[src/rtl/lsp_prev_engine.sv]
// lsp_prev_engine
// MA-predictor engine for the LSP quantiser. It sits between the scratch RAM
// and the constant ROM and computes one of two per-element operations for
// j = 0..M-1, using ITU basic-op saturating arithmetic.
//   EXTRACT (mode=0):
//     lsp_ele[j] = extract_h(L_shl(L_mult(extract_h(lsp[j]<<16
//                  - sum_k L_mult(freq_prev[j][k], fg[k][j])),
//                  fg_sum_inv[j]), SHIFT))
//   COMPOSE (mode=1):
//     lsp[j] = extract_h(L_mult(lsp_ele[j], fg_sum[j])
//              + sum_k L_mult(freq_prev[j][k], fg[k][j]))
//
// Ports:
//   clk, reset          rising-edge clock, asynchronous active-low reset
//   start, mode         one-cycle request (sampled in IDLE) and operation select
//   inBase, freqBase,   scratch bases of the input vector, freq_prev[j][k]
//   outBase             (at freqBase+j*MA_NP+k) and the output vector
//   fgBase, sumBase     ROM bases of fg[k][j] (at fgBase+k*M+j) and
//                       fg_sum_inv / fg_sum
//   readIn              scratch read data, valid the cycle after readAddr
//   constantMemIn       ROM read data, valid the cycle after constantMemAddr
//   readAddr            scratch read address
//   constantMemAddr     ROM read address
//   writeAddr, writeOut scratch write address and sign-extended 16-bit result
//   writeEn             write strobe
//   busy, done          high outside IDLE / one-cycle completion pulse
module lsp_prev_engine #(
  parameter int M      = 10,
  parameter int MA_NP  = 4,
  parameter int SHIFT  = 3,
  parameter int ADDR_W = 12
) (
  input  logic              clk,
  input  logic              reset,
  input  logic              start,
  input  logic              mode,
  input  logic [ADDR_W-1:0] inBase,
  input  logic [ADDR_W-1:0] freqBase,
  input  logic [ADDR_W-1:0] outBase,
  input  logic [ADDR_W-1:0] fgBase,
  input  logic [ADDR_W-1:0] sumBase,
  input  logic [31:0]       readIn,
  input  logic [31:0]       constantMemIn,
  output logic [ADDR_W-1:0] readAddr,
  output logic [ADDR_W-1:0] constantMemAddr,
  output logic [ADDR_W-1:0] writeAddr,
  output logic [31:0]       writeOut,
  output logic              writeEn,
  output logic              busy,
  output logic              done
);

  localparam int JW = (M > 1) ? $clog2(M) : 1;
  localparam int KW = (MA_NP > 1) ? $clog2(MA_NP) : 1;
  localparam logic [JW-1:0] J_LAST = JW'(M - 1);
  localparam logic [KW-1:0] K_LAST = KW'(MA_NP - 1);

  typedef enum logic [2:0] {
    S_IDLE,
    S_RD_IN,
    S_RD_TERM,
    S_MAC,
    S_RD_SUM,
    S_SCALE,
    S_WRITE,
    S_DONE
  } state_t;

  // ITU L_mult: doubled 16x16 product; the only overflow case is -1 * -1.
  function automatic logic [31:0] l_mult(input logic [15:0] a, input logic [15:0] b);
    logic signed [31:0] p;
    p = $signed(a) * $signed(b);
    if (a == 16'h8000 && b == 16'h8000) return 32'h7FFF_FFFF;
    return {p[30:0], 1'b0};
  endfunction

  // 32-bit saturating add / subtract: overflow shows as the two top bits of
  // the 33-bit sign-extended result disagreeing.
  function automatic logic [31:0] l_add(input logic [31:0] a, input logic [31:0] b);
    logic [32:0] s;
    s = {a[31], a} + {b[31], b};
    if (s[32] != s[31]) return s[32] ? 32'h8000_0000 : 32'h7FFF_FFFF;
    return s[31:0];
  endfunction

  function automatic logic [31:0] l_sub(input logic [31:0] a, input logic [31:0] b);
    logic [32:0] s;
    s = {a[31], a} - {b[31], b};
    if (s[32] != s[31]) return s[32] ? 32'h8000_0000 : 32'h7FFF_FFFF;
    return s[31:0];
  endfunction

  // Saturating left shift: result fits only if every bit from 31 upward
  // of the widened value is a copy of the sign.
  function automatic logic [31:0] l_shl(input logic [31:0] x);
    logic [63:0] w;
    w = {{32{x[31]}}, x} << SHIFT;
    if ((&w[63:31]) || !(|w[63:31])) return w[31:0];
    return x[31] ? 32'h8000_0000 : 32'h7FFF_FFFF;
  endfunction

  state_t            state_q, state_d;
  logic              mode_q, mode_d;
  logic [ADDR_W-1:0] in_base_q, in_base_d;
  logic [ADDR_W-1:0] freq_base_q, freq_base_d;
  logic [ADDR_W-1:0] out_base_q, out_base_d;
  logic [ADDR_W-1:0] fg_base_q, fg_base_d;
  logic [ADDR_W-1:0] sum_base_q, sum_base_d;
  logic [JW-1:0]     j_q, j_d;
  logic [KW-1:0]     k_q, k_d;
  logic [31:0]       acc_q, acc_d;

  logic [15:0] x_in;
  logic [15:0] c_in;
  logic [15:0] result;
  logic [31:0] scale_shl;
  logic        unused_hi_bits;

  assign x_in           = readIn[15:0];
  assign c_in           = constantMemIn[15:0];
  assign unused_hi_bits = ^{readIn[31:16], constantMemIn[31:16]};

  // State and datapath registers.
  always_ff @(posedge clk or negedge reset) begin
    if (!reset) begin
      state_q     <= S_IDLE;
      mode_q      <= 1'b0;
      in_base_q   <= '0;
      freq_base_q <= '0;
      out_base_q  <= '0;
      fg_base_q   <= '0;
      sum_base_q  <= '0;
      j_q         <= '0;
      k_q         <= '0;
      acc_q       <= '0;
    end else begin
      state_q     <= state_d;
      mode_q      <= mode_d;
      in_base_q   <= in_base_d;
      freq_base_q <= freq_base_d;
      out_base_q  <= out_base_d;
      fg_base_q   <= fg_base_d;
      sum_base_q  <= sum_base_d;
      j_q         <= j_d;
      k_q         <= k_d;
      acc_q       <= acc_d;
    end
  end

  // Next state, counters and accumulator. Read data consumed in RD_TERM and
  // MAC was addressed by the previous state.
  always_comb begin
    state_d     = state_q;
    mode_d      = mode_q;
    in_base_d   = in_base_q;
    freq_base_d = freq_base_q;
    out_base_d  = out_base_q;
    fg_base_d   = fg_base_q;
    sum_base_d  = sum_base_q;
    j_d         = j_q;
    k_d         = k_q;
    acc_d       = acc_q;
    case (state_q)
      S_IDLE: begin
        if (start) begin
          mode_d      = mode;
          in_base_d   = inBase;
          freq_base_d = freqBase;
          out_base_d  = outBase;
          fg_base_d   = fgBase;
          sum_base_d  = sumBase;
          j_d         = '0;
          state_d     = S_RD_IN;
        end
      end
      S_RD_IN: begin
        k_d     = '0;
        state_d = S_RD_TERM;
      end
      S_RD_TERM: begin
        // Only the first term sees the input element and sum constant.
        if (k_q == '0) acc_d = mode_q ? l_mult(x_in, c_in) : {x_in, 16'h0000};
        state_d = S_MAC;
      end
      S_MAC: begin
        acc_d = mode_q ? l_add(acc_q, l_mult(x_in, c_in)) : l_sub(acc_q, l_mult(x_in, c_in));
        if (k_q == K_LAST) begin
          k_d     = '0;
          state_d = mode_q ? S_WRITE : S_RD_SUM;
        end else begin
          k_d     = k_q + 1'b1;
          state_d = S_RD_TERM;
        end
      end
      S_RD_SUM: state_d = S_SCALE;
      S_SCALE, S_WRITE: begin
        if (j_q == J_LAST) begin
          state_d = S_DONE;
        end else begin
          j_d     = j_q + 1'b1;
          state_d = S_RD_IN;
        end
      end
      S_DONE: begin
        j_d     = '0;
        state_d = S_IDLE;
      end
      default: state_d = S_IDLE;
    endcase
  end

  // Outputs decoded from registered state; in SCALE the result combines the
  // held accumulator with the ROM word fetched during RD_SUM.
  always_comb begin
    readAddr        = '0;
    constantMemAddr = '0;
    writeAddr       = '0;
    writeOut        = '0;
    writeEn         = 1'b0;
    done            = 1'b0;
    busy            = (state_q != S_IDLE);
    scale_shl       = l_shl(l_mult(acc_q[31:16], c_in));
    result          = '0;
    case (state_q)
      S_RD_IN: begin
        readAddr        = in_base_q + ADDR_W'(j_q);
        constantMemAddr = sum_base_q + ADDR_W'(j_q);
      end
      S_RD_TERM: begin
        readAddr        = freq_base_q + ADDR_W'(int'(j_q) * MA_NP + int'(k_q));
        constantMemAddr = fg_base_q + ADDR_W'(int'(k_q) * M + int'(j_q));
      end
      S_RD_SUM: constantMemAddr = sum_base_q + ADDR_W'(j_q);
      S_SCALE, S_WRITE: begin
        result    = (state_q == S_SCALE) ? scale_shl[31:16] : acc_q[31:16];
        writeEn   = 1'b1;
        writeAddr = out_base_q + ADDR_W'(j_q);
        writeOut  = {{16{result[15]}}, result};
      end
      S_DONE: done = 1'b1;
      default: ;
    endcase
  end

endmodule

[config.mk]
export PLATFORM = sky130hd
export DESIGN_NAME = lsp_prev_engine
export DESIGN_NICKNAME = d
export VERILOG_FILES = /design/src/rtl/lsp_prev_engine.sv
export SDC_FILE = /design/constraint.sdc
export NUM_CORES = 2
export LEC_CHECK = 0
export BUFFER_PORTS_ARGS = -buffer_cell sky130_fd_sc_hd__buf_2
export CORE_MARGIN = 1
export CORE_UTILIZATION = 50
export CTS_CLUSTER_DIAMETER = 150
export DETAILED_ROUTE_END_ITERATION = 8
export PLACE_DENSITY_LB_ADDON = 0.3
export SLEW_MARGIN = 20
export SYNTH_ARGS = -nofsm -noshare
export SYNTH_HDL_FRONTEND = slang
export SYNTH_SLANG_ARGS = --single-unit
[constraint.sdc]
create_clock -name clk -period 11.9 [get_ports clk]
set_input_delay 2.38 -clock clk [delete_from_list [all_inputs] [get_ports clk]]
set_output_delay 2.38 -clock clk [all_outputs]
set_load 0.005 [all_outputs]
==> impl_metrics.env <==
export IMPL_run_status="complete, no violations"
export IMPL_start_util_pct=51.1
export IMPL_rows=88
export IMPL_tritoncts_num_buffers=9
export IMPL_initial_drc_count=1483
export IMPL_synth_ff_type="dfrtp_1"
export IMPL_tritoncts_num_sinks=102
export IMPL_postCtsHoldBufs=0
export IMPL_pin_count_of_the_biggest_net_entering_global_routing=79
export IMPL_final_fill_count=5454
export IMPL_ys_warn_count=0
export IMPL_top_level_ports=199
export IMPL_crit_type="input port to output port"
export IMPL_cts_htree_levels=3
export IMPL_arrival_ps=9040
export IMPL_routed_wire_length_per_instance_um=18.0
export IMPL_post_route_util_pct=54.5
export IMPL_syn_area_mm2=0.0297
export IMPL_slew_viol_final=0
export IMPL_finalSetupViolCount=0
export IMPL_final_design_area_no_fill_mm2=0.0317
export IMPL_drt_drc_violations_left=0
export IMPL_synth_cells=3401
export IMPL_detailedPlacementHpwl_mm=60.6
export IMPL_floorplan_die_height_um=246
export IMPL_cts_tree="yes"
export IMPL_synthDominantAreaCellType="fa_1"
export IMPL_routed_via_count=23700
export IMPL_netlist_area_leader_share_pct=35.1
export IMPL_worstPathMaxFanout=15
export IMPL_floorplan_core_area_mm2=0.0581
export IMPL_dieArea_mm2=0.0604
export IMPL_dieWidth_um=246
export IMPL_timing_max_cap_violations=0
export IMPL_min_path_type="register to register"
export IMPL_final_instance_count_excl_fill=4256
export IMPL_fin_crit_ps=11420
export IMPL_number_of_global_route_vias_before_repair=24300
export IMPL_grt_total_usage_pct=26.6
export IMPL_synthTopCellsByArea="fa_1 35%, ha_1 11%, dfrtp_1 8.6%, inv_1 8.0%, and2_1 4.9%"
export IMPL_ys_seq_area_share_pct=8.60
export IMPL_mappedNetlistNets=4304
export IMPL_synth_seq_cells=102
export IMPL_drt_pass1_iter_count=5
export IMPL_timing_critical_path_required_ps=9520
export IMPL_multi_input_logic_area_mm2=0.0240
export IMPL_cts_reportedPaths_clkPinSlew_ps=80
export IMPL_drt_wl_total_mm=76.5
export IMPL_startpoint_type="input port"
export IMPL_sequential_cell_area_mm2=0.00255
export IMPL_syn_to_final_growth_pct=6.72
export IMPL_cts_root_to_sink_buffers=2
export IMPL_design_final_nets=4386
export IMPL_clock_tree_root_cell="clkbuf_16"
export IMPL_setup_worst_path_end_class="output port"
export IMPL_synth_edff_count=0
export IMPL_ys_async_sr_fraction_pct=100
export IMPL_grt_overflow=0
export IMPL_timing_fmax_mhz=87.5
export IMPL_skew_final_ps=16.2
export IMPL_post_synth_cell_area_avg_um2=8.73
export IMPL_final_antenna_net_count=0
export IMPL_max_slew_margin_rel_pct=21.3
export IMPL_drive_above_1_share_pct=10.7
export IMPL_placedCellCount=4236
export IMPL_timing_worst_slew_pin_value_ps=1180
export IMPL_final_wtd_congestion=0.919
export IMPL_number_of_antenna_violations_at_the_first_check_in_global_routing=3
export IMPL_grt_pass1_wl_mm=128
export IMPL_grt_setup_unrepaired="no"
export IMPL_worstSkewPairLatency_ps=390
export IMPL_placed_cell_area_mm2=0.0313
export IMPL_post_drt_via_cell_ratio=5.56
export IMPL_ys_types=85
export IMPL_final_hold_viol_count=0
export IMPL_fin_crit_sh_pct=96.0
export IMPL_summed_negative_setup_slack_over_all_endpoints_ps=0
export IMPL_port_buffers=166
## area by class of cell
| class | instances | area share (%) |
|---|---|---|
| Tap cell | 765 | 3.02 |
| Multi-Input combinational cell | 2481 | 75.6 |
| Sequential cell | 102 | 8.06 |
| Clock inverter | 6 | 0.182 |
| Clock buffer | 10 | 0.754 |
| Timing Repair Buffer | 254 | 4.81 |
| Antenna cell | 3 | 0.0237 |
| Inverter | 635 | 7.52 |
## cells in the mapped netlist (26+ instances only)
master,n
a211oi_1,27
a21o_1,50
a21oi_1,129
and2_1,233
clkbuf_1,139
dfrtp_1,102
fa_1,521
ha_1,254
inv_1,634
mux2_2,58
nand2_1,347
nand2b_1,46
nand3_1,29
nor2_1,143
nor3_1,29
o21ai_0,107
o22ai_1,26
xnor2_1,100
xor2_1,56
## critical path: stages
cell,delay [ps]
buf_2,240
nand2_1,120
inv_1,160
fa_1,440
buf_4,180
fa_1,510
buf_4,200
fa_1,490
inv_1,60
fa_1,550
fa_1,420
fa_1,490
inv_1,40
ha_1,320
a21o_1,190
a21oi_1,180
o211ai_1,200
nor3b_1,240
o21ai_0,170
and3_1,220
or3_1,300
o41a_1,320
a21o_1,250
a22o_1,220
buf_2,130
## metrics by stage
| stage | setup WS [ps] | hold slack [ps] |
|---|---|---|
| after floorplan | 931 | 484 |
| after global placement | 190 | 498 |
| after detailed placement | 116 | 506 |
| after CTS | 92.3 | 525 |
| after global routing | 91.7 | 545 |
| final | 476 | 520 |
## flip-flops by register name (all words and copies together) (netlist names)
register	cells
acc_q	32
fg_base_q	12
freq_base_q	12
in_base_q	12
out_base_q	12
sum_base_q	12
j_q	4
state_q	3
k_q	2
mode_q	1
## cell families after synthesis
| family | after synthesis | share of synthesized area (%) |
|---|---|---|
| AO/OA/AOI/OAI | 552 | 12.4 |
| XOR/XNOR | 156 | 4.60 |
| adder cells (fa/ha/maj) | 775 | 45.8 |
| buffers and inverters | 818 | 10.8 |
| flip-flops | 102 | 8.60 |
| multiplexers | 60 | 2.28 |
| AND/OR/NAND/NOR | 938 | 15.6 |
## cell usage in the layout, fill, tap and decap left out, types with 15 or more instances in the layout
cell / Yosys / layout
a211oi_1: 27 / 27
a21o_1: 50 / 50
a21oi_1: 129 / 129
a22o_1: 19 / 19
a22oi_1: 15 / 15
and2_1: 233 / 232
buf_2: 19 / 165
buf_4: 20 / 86
dfrtp_1: 102 / 102
fa_1: 521 / 521
ha_1: 254 / 254
inv_1: 634 / 634
mux2_2: 58 / 58
nand2_1: 347 / 347
nand2b_1: 46 / 46
nand3_1: 29 / 29
nand4_1: 16 / 16
nor2_1: 143 / 140
nor2b_1: 20 / 20
nor3_1: 29 / 29
o211ai_1: 15 / 15
o21a_1: 19 / 19
o21ai_0: 107 / 106
o21bai_1: 25 / 25
o22ai_1: 26 / 26
o31ai_1: 15 / 15
xnor2_1: 100 / 100
xor2_1: 56 / 56
## what timing repair did
action / CTS / global route
buffers inserted: 0 / 1
resized for setup: 0 / 0
setup endpoints to repair: 0 / 15
## worst paths after layout
path | from | endpoint | slack, ps | cells past startpoint
setup / recovery | constantMemIn[1] | writeOut[14] | 480 | 25
hold / removal | sum_base_q[3]$_DFFE_PN0P_ | sum_base_q[3]$_DFFE_PN0P_ | 520 | 1
setup reg to reg | acc_q[0]$_DFFE_PN0P_ | acc_q[30]$_DFFE_PN0P_ | 7830 | 12
hold reg to reg | sum_base_q[3]$_DFFE_PN0P_ | sum_base_q[3]$_DFFE_PN0P_ | 520 | 1
max in group asynchronous | reset | freq_base_q[10]$_DFFE_PN0P_ | 8930 | 2
min in group asynchronous | reset | acc_q[3]$_DFFE_PN0P_ | 1930 | 1
## layer usage
metal / up-vias / global-route usage (%) / wire length [um]
li1: 10900 / - / -
met1: 11800 / 36.2 / 32900
met2: 841 / 44.0 / 36100
met3: 116 / 4.51 / 5830
met4: 2 / 6.19 / 1560
met5: - / 0 / 13
Power is not shown: default switching activity piles up to over one toggle a cycle in this logic, so the estimate is an artifact.
